===== src/rtl/dmem_pkg.sv =====
// Shared definitions for the data-memory port: memop codes, MMIO map, arbiter states.
// Latency: none; this package only holds constants and types.
// Backpressure: none; no logic here.
package dmem_pkg;

   // memop encoding used on the dmem port
   localparam logic [2:0] MOP_W  = 3'b000;
   localparam logic [2:0] MOP_B  = 3'b001;
   localparam logic [2:0] MOP_H  = 3'b010;
   localparam logic [2:0] MOP_BU = 3'b101;
   localparam logic [2:0] MOP_HU = 3'b110;

   // addr[31:28] value selecting the MMIO device region
   localparam logic [3:0] DEV_NIBBLE = 4'ha;

   // MMIO register addresses
   localparam logic [31:0] MMIO_LED   = 32'ha000_0400;
   localparam logic [31:0] MMIO_SW    = 32'ha000_0500;
   localparam logic [31:0] MMIO_BT    = 32'ha000_0600;
   localparam logic [31:0] MMIO_PORT  = 32'ha000_03f8;
   localparam logic [31:0] MMIO_TIMER = 32'ha000_0048;

   // arbiter FSM encoding
   typedef enum logic [1:0] {
      ST_IDLE  = 2'd0,
      ST_ISSUE = 2'd1,
      ST_RESP  = 2'd2
   } arb_state_t;

endpackage


===== src/rtl/rr_pick2.sv =====
// Two-way round-robin picker: grants the lone requester, or on a tie the one not served last.
// Latency: purely combinational.
// Backpressure: none; the caller decides when the pick is consumed.
module rr_pick2 (
   input  logic req0,
   input  logic req1,
   input  logic last,
   output logic valid,
   output logic sel
);

   // tie goes to the master that did not win the previous grant
   always_comb begin
      valid = req0 | req1;
      sel   = 1'b0;
      if (req0 && req1) begin
         sel = ~last;
      end else if (req1) begin
         sel = 1'b1;
      end
   end

endmodule


===== src/rtl/dmem_arbiter.sv =====
// Shares one dmem port between CPU (m0) and DMA/debug (m1), round-robin, one access per grant.
// Latency: req sampled in cycle N -> gnt + mem_en in N+1 -> rvalid + rdata in N+2; one access per 2 cycles.
// Backpressure: losing master holds req; worst-case wait is one access. Optional DMEM_ARB_DEV_PROTECT_EN blocks m1 MMIO accesses.
module dmem_arbiter #(
   parameter int          AW         = 32,
   parameter int          DW         = 32,
   parameter logic [3:0]  DEV_NIBBLE = dmem_pkg::DEV_NIBBLE
) (
   input  logic          clk,
   input  logic          rst,
   input  logic          m0_req,
   input  logic [AW-1:0] m0_addr,
   input  logic          m0_we,
   input  logic [2:0]    m0_op,
   input  logic [DW-1:0] m0_wdata,
   output logic          m0_gnt,
   output logic          m0_rvalid,
   output logic [DW-1:0] m0_rdata,
   input  logic          m1_req,
   input  logic [AW-1:0] m1_addr,
   input  logic          m1_we,
   input  logic [2:0]    m1_op,
   input  logic [DW-1:0] m1_wdata,
   output logic          m1_gnt,
   output logic          m1_rvalid,
   output logic [DW-1:0] m1_rdata,
   output logic          m1_err,
   output logic          mem_en,
   output logic [AW-1:0] mem_addr,
   output logic          mem_we,
   output logic [2:0]    mem_op,
   output logic [DW-1:0] mem_wdata,
   input  logic [DW-1:0] mem_rdata
);
   import dmem_pkg::*;

`ifdef DMEM_ARB_DEV_PROTECT_EN
   localparam logic PROTECT = 1'b1;
`else
   localparam logic PROTECT = 1'b0;
`endif

   arb_state_t    state, state_nxt;
   logic          sel, sel_nxt;
   logic          last, last_nxt;
   logic          blk, blk_nxt;
   logic          pick_vld, pick_sel, dev_hit;

   logic          mem_en_nxt, mem_we_nxt;
   logic [AW-1:0] mem_addr_nxt;
   logic [2:0]    mem_op_nxt;
   logic [DW-1:0] mem_wdata_nxt;
   logic          gnt0_nxt, gnt1_nxt, rv0_nxt, rv1_nxt, err_nxt;
   logic          gnt0_q, gnt1_q, rv0_q, rv1_q, err_q;
   logic [DW-1:0] rdata0_q, rdata1_q, resp_dat;

   rr_pick2 u_pick (
      .req0  (m0_req),
      .req1  (m1_req),
      .last  (last),
      .valid (pick_vld),
      .sel   (pick_sel)
   );

   assign dev_hit = (m1_addr[AW-1 -: 4] == DEV_NIBBLE);

   // a blocked access never reaches dmem, so its response data is forced to zero
   assign resp_dat = blk ? '0 : mem_rdata;

   // next state and next registered outputs; IDLE and RESP both arbitrate
   always_comb begin
      state_nxt     = state;
      sel_nxt       = sel;
      last_nxt      = last;
      blk_nxt       = blk;
      mem_en_nxt    = 1'b0;
      mem_we_nxt    = 1'b0;
      mem_addr_nxt  = '0;
      mem_op_nxt    = '0;
      mem_wdata_nxt = '0;
      gnt0_nxt      = 1'b0;
      gnt1_nxt      = 1'b0;
      rv0_nxt       = 1'b0;
      rv1_nxt       = 1'b0;
      err_nxt       = 1'b0;
      case (state)
         ST_ISSUE: begin
            state_nxt = ST_RESP;
            last_nxt  = sel;
            rv0_nxt   = ~sel;
            rv1_nxt   = sel;
            err_nxt   = blk;
         end
         default: begin
            state_nxt = ST_IDLE;
            blk_nxt   = 1'b0;
            if (pick_vld) begin
               state_nxt = ST_ISSUE;
               sel_nxt   = pick_sel;
               blk_nxt   = PROTECT & pick_sel & dev_hit;
               gnt0_nxt  = ~pick_sel;
               gnt1_nxt  = pick_sel;
               if (!blk_nxt) begin
                  mem_en_nxt = 1'b1;
                  if (pick_sel) begin
                     mem_we_nxt    = m1_we;
                     mem_addr_nxt  = m1_addr;
                     mem_op_nxt    = m1_op;
                     mem_wdata_nxt = m1_wdata;
                  end else begin
                     mem_we_nxt    = m0_we;
                     mem_addr_nxt  = m0_addr;
                     mem_op_nxt    = m0_op;
                     mem_wdata_nxt = m0_wdata;
                  end
               end
            end
         end
      endcase
   end

   // state, arbitration history and registered outputs; reset aborts any access in flight
   always_ff @(posedge clk or posedge rst) begin
      if (rst) begin
         state     <= ST_IDLE;
         sel       <= 1'b0;
         last      <= 1'b1;
         blk       <= 1'b0;
         mem_en    <= 1'b0;
         mem_we    <= 1'b0;
         mem_addr  <= '0;
         mem_op    <= '0;
         mem_wdata <= '0;
         gnt0_q    <= 1'b0;
         gnt1_q    <= 1'b0;
         rv0_q     <= 1'b0;
         rv1_q     <= 1'b0;
         err_q     <= 1'b0;
      end else begin
         state     <= state_nxt;
         sel       <= sel_nxt;
         last      <= last_nxt;
         blk       <= blk_nxt;
         mem_en    <= mem_en_nxt;
         mem_we    <= mem_we_nxt;
         mem_addr  <= mem_addr_nxt;
         mem_op    <= mem_op_nxt;
         mem_wdata <= mem_wdata_nxt;
         gnt0_q    <= gnt0_nxt;
         gnt1_q    <= gnt1_nxt;
         rv0_q     <= rv0_nxt;
         rv1_q     <= rv1_nxt;
         err_q     <= err_nxt;
      end
   end

   // keep the last response per master so rdata holds between rvalids
   always_ff @(posedge clk or posedge rst) begin
      if (rst) begin
         rdata0_q <= '0;
         rdata1_q <= '0;
      end else if (state == ST_RESP) begin
         if (sel) begin
            rdata1_q <= resp_dat;
         end else begin
            rdata0_q <= resp_dat;
         end
      end
   end

   // dmem data only arrives in RESP, so it is passed straight through in that cycle
   assign m0_rdata  = (state == ST_RESP && !sel) ? resp_dat : rdata0_q;
   assign m1_rdata  = (state == ST_RESP &&  sel) ? resp_dat : rdata1_q;
   assign m0_gnt    = gnt0_q;
   assign m1_gnt    = gnt1_q;
   assign m0_rvalid = rv0_q;
   assign m1_rvalid = rv1_q;
   assign m1_err    = err_q;

endmodule


===== config.mk =====
export PLATFORM = sky130hd
export DESIGN_NAME = dmem_arbiter
export DESIGN_NICKNAME = d
export VERILOG_FILES = /design/src/rtl/dmem_pkg.sv /design/src/rtl/rr_pick2.sv /design/src/rtl/dmem_arbiter.sv
export SDC_FILE = /design/constraint.sdc
export NUM_CORES = 1
export LEC_CHECK = 0
export ABC_CLOCK_PERIOD_IN_PS = 6700
export CAP_MARGIN = 40
export CORE_MARGIN = 4
export CORE_UTILIZATION = 40
export DETAILED_ROUTE_END_ITERATION = 7
export PLACE_DENSITY = 0.84
export SLEW_MARGIN = 10
export SYNTH_ARGS = -nofsm -noshare
export SYNTH_HDL_FRONTEND = slang
export SYNTH_SLANG_ARGS = --single-unit

===== constraint.sdc =====
create_clock -name clk -period 6.7 [get_ports clk]
set_clock_uncertainty 0.2 [all_clocks]
set_input_delay 0.67 -clock clk [delete_from_list [all_inputs] [get_ports clk]]
set_output_delay 0.67 -clock clk [all_outputs]
set_load 0.05 [all_outputs]

; Yosys cells after proc, flatten, opt, wreduce, memory -nomap -nowiden
; Cells that the tools add are included.
[totals]
reg_bits = 141
in_bits = 172
[classes]
eq_ne = 2
muxes = 26
bitwise_logic = 5
n_reduce_logical = 7
[op_table]
columns = cell, count
row1 = $mux 32, 8
row2 = $mux 1, 14
row3 = $mux 3, 3
row4 = $reduce_and 2->1, 3
row5 = $not 1->1, 4
row6 = $logic_and 1x1->1, 3
row7 = $eq 2x1->1 const B, 1
row8 = $eq 2x2->1 const B, 1
row9 = $mux 2, 1
row10 = $logic_not 1->1, 1
row11 = $or 1x1->1, 1

; Logic depth before layout (Yosys ltp)
; Gate-level depths: netlist of the first run.
[depth]
word_depth = 5
mapped_depth = 6
ltp_nobuf = 4

; Cells and area by module
; A second synthesis of the first run with hierarchy kept.
[unflattened]
cells_unflattened = 413
area_unflattened_um2 = 5794.3
[by_module_without_submodules]
columns = mod, n_inst, cells_each, area_each_um2
row1 = dmem_arbiter, 1, 411, 5780.5
row2 = rr_pick2, 1, 2, 13.8

; Worst setup path after synthesis of the first run
; OpenSTA, ideal clock, no wires.
[synth_path]
path_type = reg-to-output
startpoint = register state[0]
endpoint = output m0_rdata[24]
t_arrival_ns = 1.671
setup_slack_ns = 4.159
path_stages_with_launch = 4
cell_sequence = dfrtp_1 nor3b_4 buf_6 mux2_1
[synth_between]
elab_chain_len = 3
[synth_rtl]
columns = item, line
row1 = start: declaration, dmem_arbiter.sv:43  ; arb_state_t state, state_nxt;
row2 = start signal: assignment, dmem_arbiter.sv:140  ; state <= state_nxt;
row3 = $eq 2x2->1, dmem_arbiter.sv:172  ; assign m0_rdata = (state == ST_RESP && !sel) ? resp_dat : rdata0_q;
row4 = $logic_and 1x1->1, dmem_arbiter.sv:172
row5 = $mux 32, dmem_arbiter.sv:172
row6 = end: declaration, dmem_arbiter.sv:18  ; output logic [DW-1:0] m0_rdata,
; No other way between the ends.

; Worst setup path in the final report of the first run
[layout_path]
startpoint = register state[0]
endpoint = output m1_rdata[24]
[layout_between]
elab_chain_len = 3
[layout_rtl]
columns = item, line
row1 = $eq 2x2->1, dmem_arbiter.sv:173  ; assign m1_rdata = (state == ST_RESP && sel) ? resp_dat : rdata1_q;
row2 = $logic_and 1x1->1, dmem_arbiter.sv:173
row3 = $mux 32, dmem_arbiter.sv:173
row4 = end: declaration, dmem_arbiter.sv:26  ; output logic [DW-1:0] m1_rdata,
; No other way between the ends.

==> results of run 1 <==
## worst register-to-register path, delay by kind of cell (launching register included)
| family | cells | cell delay, ns |
|---|---|---|
| and+or+nand+nor | 1 | 0.12 |
| buffers and inverters | 1 | 0.50 |
| AOI/OAI and AO/OA | 2 | 0.72 |
| DFF | 1 | 0.56 |
## synthesized netlist by cell type, types with 2 or more instances
cell type  count  area [µm²]
dfrtp_1      139        3478
buf_2         13       65.06
mux2_1         5       56.30
buf_6          7       78.83
nand2_1      136       510.5
a21oi_1       68       340.3
clkbuf_1       7       26.28
nor2_1         3       11.26
inv_1          3       11.26
buf_4          2       15.01
mux2_2        60       675.7
## metrics by stage
step / instances / cell area, µm² / hold slack [ns] / setup slack [ns] / power (mW)
floorplan: 453 / 5379 / 0.3084 / 2.079 / 3.002
global placement: 913 / 8554 / 0.2640 / 3.392 / 3.865
detailed placement: 913 / 8554 / 0.2835 / 3.236 / 3.938
CTS: 943 / 9165 / 0.2977 / 2.800 / 4.929
global route: 943 / 9165 / 0.3086 / 2.711 / 5.090
finish: 943 / 9165 / 0.2940 / 2.857 / 4.897
## power groups by stage
stage | Clock [mW] | Sequential, mW | Combinational (mW)
after floorplan | 0 | 1.67 | 1.34
after global placement | 0 | 1.26 | 2.61
after detailed placement | 0 | 1.28 | 2.66
after CTS | 0.991 | 1.27 | 2.67
after global routing | 1.03 | 1.30 | 2.76
final | 0.982 | 1.27 | 2.65
## routing by layer
metal  track usage  vias to the layer above  wire [µm]
met4       0.09582                        0        470
li1              -                     2095          -
met3       0.08674                       37       1951
met5             0                        -          0
met2        0.4028                      233       9318
met1        0.2311                     2217       5928
## area by class of cell
class / count / area share
inverter: 3 / 0.001775
tap: 176 / 0.02403
clock inverter: 11 / 0.01829
timing repair buffer: 313 / 0.3405
clock buffer: 19 / 0.04833
multi-input combinational: 281 / 0.1847
sequential: 140 / 0.3824
## registers in the layout, indices dropped and copies added, names as in the netlist
name       count
m1_rvalid      1
mem_we         1
state          2
rdata0_q      32
sel            1
m1_gnt         1
last           1
m0_rvalid      1
rdata1_q      32
mem_op         3
m0_gnt         1
mem_addr      32
mem_wdata     32
## final timing paths
path | to | slack (ns) | cells past startpoint
setup / recovery | m1_rdata[24] | 2.86 | 3
min in group asynchronous | rdata1_q[12] | 0.59 | 2
hold reg to reg | rdata1_q[9] | 0.29 | 1
hold / removal | rdata1_q[9] | 0.29 | 1
setup reg to reg | mem_addr[6] | 4.49 | 4
max in group asynchronous | mem_wdata[11] | 4.50 | 3
## logic make-up after synthesis
group	count (synthesis)	share of synthesized area
flip-flops	140	0.6515
other	1	0.0006972
buffers and inverters	32	0.03652
AO/OA/AOI/OAI	72	0.07025
multiplexers	65	0.1361
AND/OR/NAND/NOR	143	0.1049
==> metrics.yaml, run 1 <==
grt_overflow_total: 0
num_vias: 4582
multi_input_area_um2: 1693
ctsResizeCount: 0
ys_seq_area_frac: 0.6515
setup_viol: 0
pin_count: 310
ys_ff_latch: 140
cts_root_buffer: "clkbuf_16"
ir_drop_v: 0.0002489
cp_max_fo: 32
r2r_start: "last"
drt_first_pass_iters: 4
clkPwrFrac: 0.201
clkSlewWorstSetupHoldPaths_ns: 0.06
regArea_um2: 3505
drv_slew: 0
grt_use_total: 0.2239
port_buffers: 308
min-delay-start: "rdata1_q[9]"
finalCritPeriodShare: 0.5735
grt_pass1_vias: 4790
ant_nets: 0
place_congestion: 0.7647
max_freq_mhz: 260.2
drt-initial-drc-count: 215
nNetsFinal: 928
coreArea_um2: 13190
relSlewSlack: 0.4073
path_buf_inv: 1
remaining_drc_errors: 0
tightest_slew_ns: 0.8844
wl_per_cell_um: 18.74
synth_cells: 453
die_area_um2: 15370
layout_common_cells: "clkdlybuf4s50_1 (308), dfrtp_1 (139), nand2_1 (136)"
cp_slowest_stage_delay_ns: 0.80
syn-num-nets: 625
grt_setup_unrepaired: "no"
criticalPathCategory: "register to primary output"
ys.flop_type: "dfrtp_1"
clk_latency_ns: 0.41
vias_per_cell: 4.859
drive_gt1_frac: 0.1317
yosysWarnings: 0
synthDistinctLibCells: 21
syn-cell-area_um2: 5379
grt_pass1_wl_um: 25720
crit_slowest_cell: "nand3b_2"
cp_top_family: "simple AND/OR/NAND/NOR gates"
antenna_found_initial: 0
hold_viol_final: 0
seqPwrFrac: 0.258
clockBufferDepth: 2
utilization: 0.6948
startpoint_type: "register"
synth_edf_count: 0
crit_chain: "nand3b_2 -> mux2_1 -> clkdlybuf4s50_1"
syn_avg_cell_area_um2: 11.87
cts.sinks: 140
p_sw_mw: 2.214
hp-class: "register to register"
htreeDepth: 4
routed_wl_um: 17670
layout_min_cycle_time_ns: 3.843
async_flop_share: 1.000
area_growth_pct: 70.39
antenna_cells: 0
sw_frac_of_total: 0.4520
die_h_um: 124.0
endpoint_kind: "primary output"
critPathRequiredTime_ns: 5.83
p_leak_nw: 3.950
pwr-share-comb: 0.541
critPathLaunch: "state[0]"
dp_hpwl_um: 13130
row_count: 42
drv_cap: 0
cts_inserted_buffers: 17
p_int_mw: 2.684
cp.arrival_ns: 2.97
die_x_um: 124.0
run_status: "finished, final reports clean"
post_cts_buffers: 0
mostFrequentLayoutCell: "clkdlybuf4s50_1"
cts.hold.buffers_added: 0
cts_tree: "built"
grt_max_degree: 89
fillers: 976
pwr_density_cell_nw_per_um2: 534.4
initial_core_util: 0.4078
setup_tns_ns: 0
Power figures use the tool's default switching activity.
==> run 2: changes to the inputs <==
--- a/config.mk
+++ b/config.mk
@@ -5,12 +5,12 @@
 export SDC_FILE = /design/constraint.sdc
 export NUM_CORES = 1
 export LEC_CHECK = 0
-export ABC_CLOCK_PERIOD_IN_PS = 6700
+export ABC_CLOCK_PERIOD_IN_PS = 3900
 export CAP_MARGIN = 40
 export CORE_MARGIN = 4
-export CORE_UTILIZATION = 40
+export CORE_UTILIZATION = 38
 export DETAILED_ROUTE_END_ITERATION = 7
-export PLACE_DENSITY = 0.84
+export PLACE_DENSITY = 0.8
 export SLEW_MARGIN = 10
 export SYNTH_ARGS = -nofsm -noshare
 export SYNTH_HDL_FRONTEND = slang
==> constraint.sdc (replaced) <==
create_clock -name clk -period 3.9 [get_ports clk]
set_clock_uncertainty 0.2 [all_clocks]
set_input_delay 0.39 -clock clk [delete_from_list [all_inputs] [get_ports clk]]
set_output_delay 0.39 -clock clk [all_outputs]
set_load 0.05 [all_outputs]
==> run 2 against run 1 <==
Net effect:
- cell count up 0.85%
- hold slack better by 0.0016 ns
- total power up 68%
- clock power up 50%
==> metrics.yaml, run 2 (synthesis results as in run 1) <==
path_buf_inv: 2
num_vias: 4524
hold_viol_final: 0
layout_common_cells: "clkdlybuf4s50_1 (308), dfrtp_1 (139), nand2_1 (136)"
port_buffers: 308
cp_max_fo: 30
drive_gt1_frac: 0.1362
grt_overflow_total: 0
grt_use_total: 0.2100
cts_root_buffer: "clkbuf_16"
grt_pass1_wl_um: 26150
cts_tree: "built"
run_status: "finished, final reports clean"
antenna_cells: 0
p_leak_nw: 3.945
ant_nets: 0
cts.sinks: 140
area_growth_pct: 70.53
hp-class: "register to register"
endpoint_kind: "primary output"
path_depth: 4
criticalPathCategory: "register to primary output"
coreArea_um2: 13880
sw_frac_of_total: 0.4584
utilization: 0.6608
cts_inserted_buffers: 17
pwr_density_cell_nw_per_um2: 894.8
relSlewSlack: 0.5170
mostFrequentLayoutCell: "clkdlybuf4s50_1"
wl_per_cell_um: 17.63
stdcell_count: 951
routed_wl_um: 16760
rrSetupSlack_ns: 1.72
reg2reg_to: "mem_op[0]"
antenna_found_initial: 0
setup_tns_ns: 0
clk_latency_ns: 0.41
row_count: 43
dp_cells: 919
place_area_um2: 8611
max_freq_mhz: 306.6
layout_min_cycle_time_ns: 3.262
critPathLaunch: "sel"
die_x_um: 127.0
nNetsFinal: 931
die_h_um: 127.0
ctsResizeCount: 0
post_cts_buffers: 0
vias_per_cell: 4.757
drv_cap: 0
cts.hold.buffers_added: 0
startpoint_type: "register"
setup_viol: 0
finalCritPeriodShare: 0.8364
ir_drop_v: 0.0003246
grt_max_degree: 141
place_ws_ns: 0.6878
crit_chain: "nor3b_4 -> buf_4 -> mux2_2 -> clkdlybuf4s50_1"
dp_hpwl_um: 12710
grt_pass1_vias: 4883
drt-initial-drc-count: 212
ff2ff_path_depth: 4
pin_count: 310
r2r_start: "last"
critPathRequiredTime_ns: 3.31
tightest_slew_ns: 0.7245
clkSlewWorstSetupHoldPaths_ns: 0.06
die_area_um2: 16120
crit_slowest_cell: "clkdlybuf4s50_1"
p_int_mw: 4.445
setup_ws_ns: 0.6380
htreeDepth: 4
cp_top_family: "buffers and inverters"
holdWs_ns: 0.2956
crit_end: "m0_rdata[18]"
initial_core_util: 0.3875
cp_slowest_stage_delay_ns: 0.73
grt_setup_unrepaired: "no"
place_congestion: 0.8404
fin_area_um2: 9173
p_sw_mw: 3.763
fillers: 1036
remaining_drc_errors: 0
pwr-share-comb: 0.557
drt_first_pass_iters: 4
drv_slew: 0
cp.arrival_ns: 2.67
clkPwrFrac: 0.179
total_power_mw: 8.208
clockBufferDepth: 2
seqPwrFrac: 0.264
-- run 2: power by group through the flow --
| stage | clock network (mW) | registers (mW) | logic, mW |
|---|---|---|---|
| after floorplan | 0 | 2.86 | 2.30 |
| after global placement | 0 | 2.16 | 4.49 |
| after detailed placement | 0 | 2.20 | 4.58 |
| after CTS | 1.51 | 2.18 | 4.59 |
| after global routing | 1.57 | 2.22 | 4.76 |
| final | 1.47 | 2.17 | 4.57 |
-- run 2: cell type report --
cell class / instances / area (µm²) / area share
well taps: 180 / 225.2 / 0.02455
inverters: 3 / 15.01 / 0.001637
clock inverters: 12 / 98.84 / 0.01078
multi-input cells: 281 / 1693 / 0.1846
repair buffers: 316 / 3193 / 0.3481
flip-flops and latches: 140 / 3505 / 0.3821
clock buffers: 19 / 442.9 / 0.04829
-- run 2: layer usage --
metal / global-route usage / vias to the layer above / routed length (µm)
met4: 0.08454 / 0 / 424
li1: - / 2098 / -
met5: 0 / - / 0
met3: 0.08069 / 32 / 1682
met1: 0.2270 / 2163 / 6008
met2: 0.3699 / 231 / 8647
-- run 2: worst min path at each step --
stage | startpoint | to | cells after the start
after floorplan | last | last | 1
after global placement | rdata0_q[28] | rdata0_q[28] | 1
after global routing | rdata0_q[16] | rdata0_q[16] | 1
after detailed placement | rdata1_q[3] | rdata1_q[3] | 1
after CTS | rdata1_q[3] | rdata1_q[3] | 1
final | rdata1_q[5] | rdata1_q[5] | 1
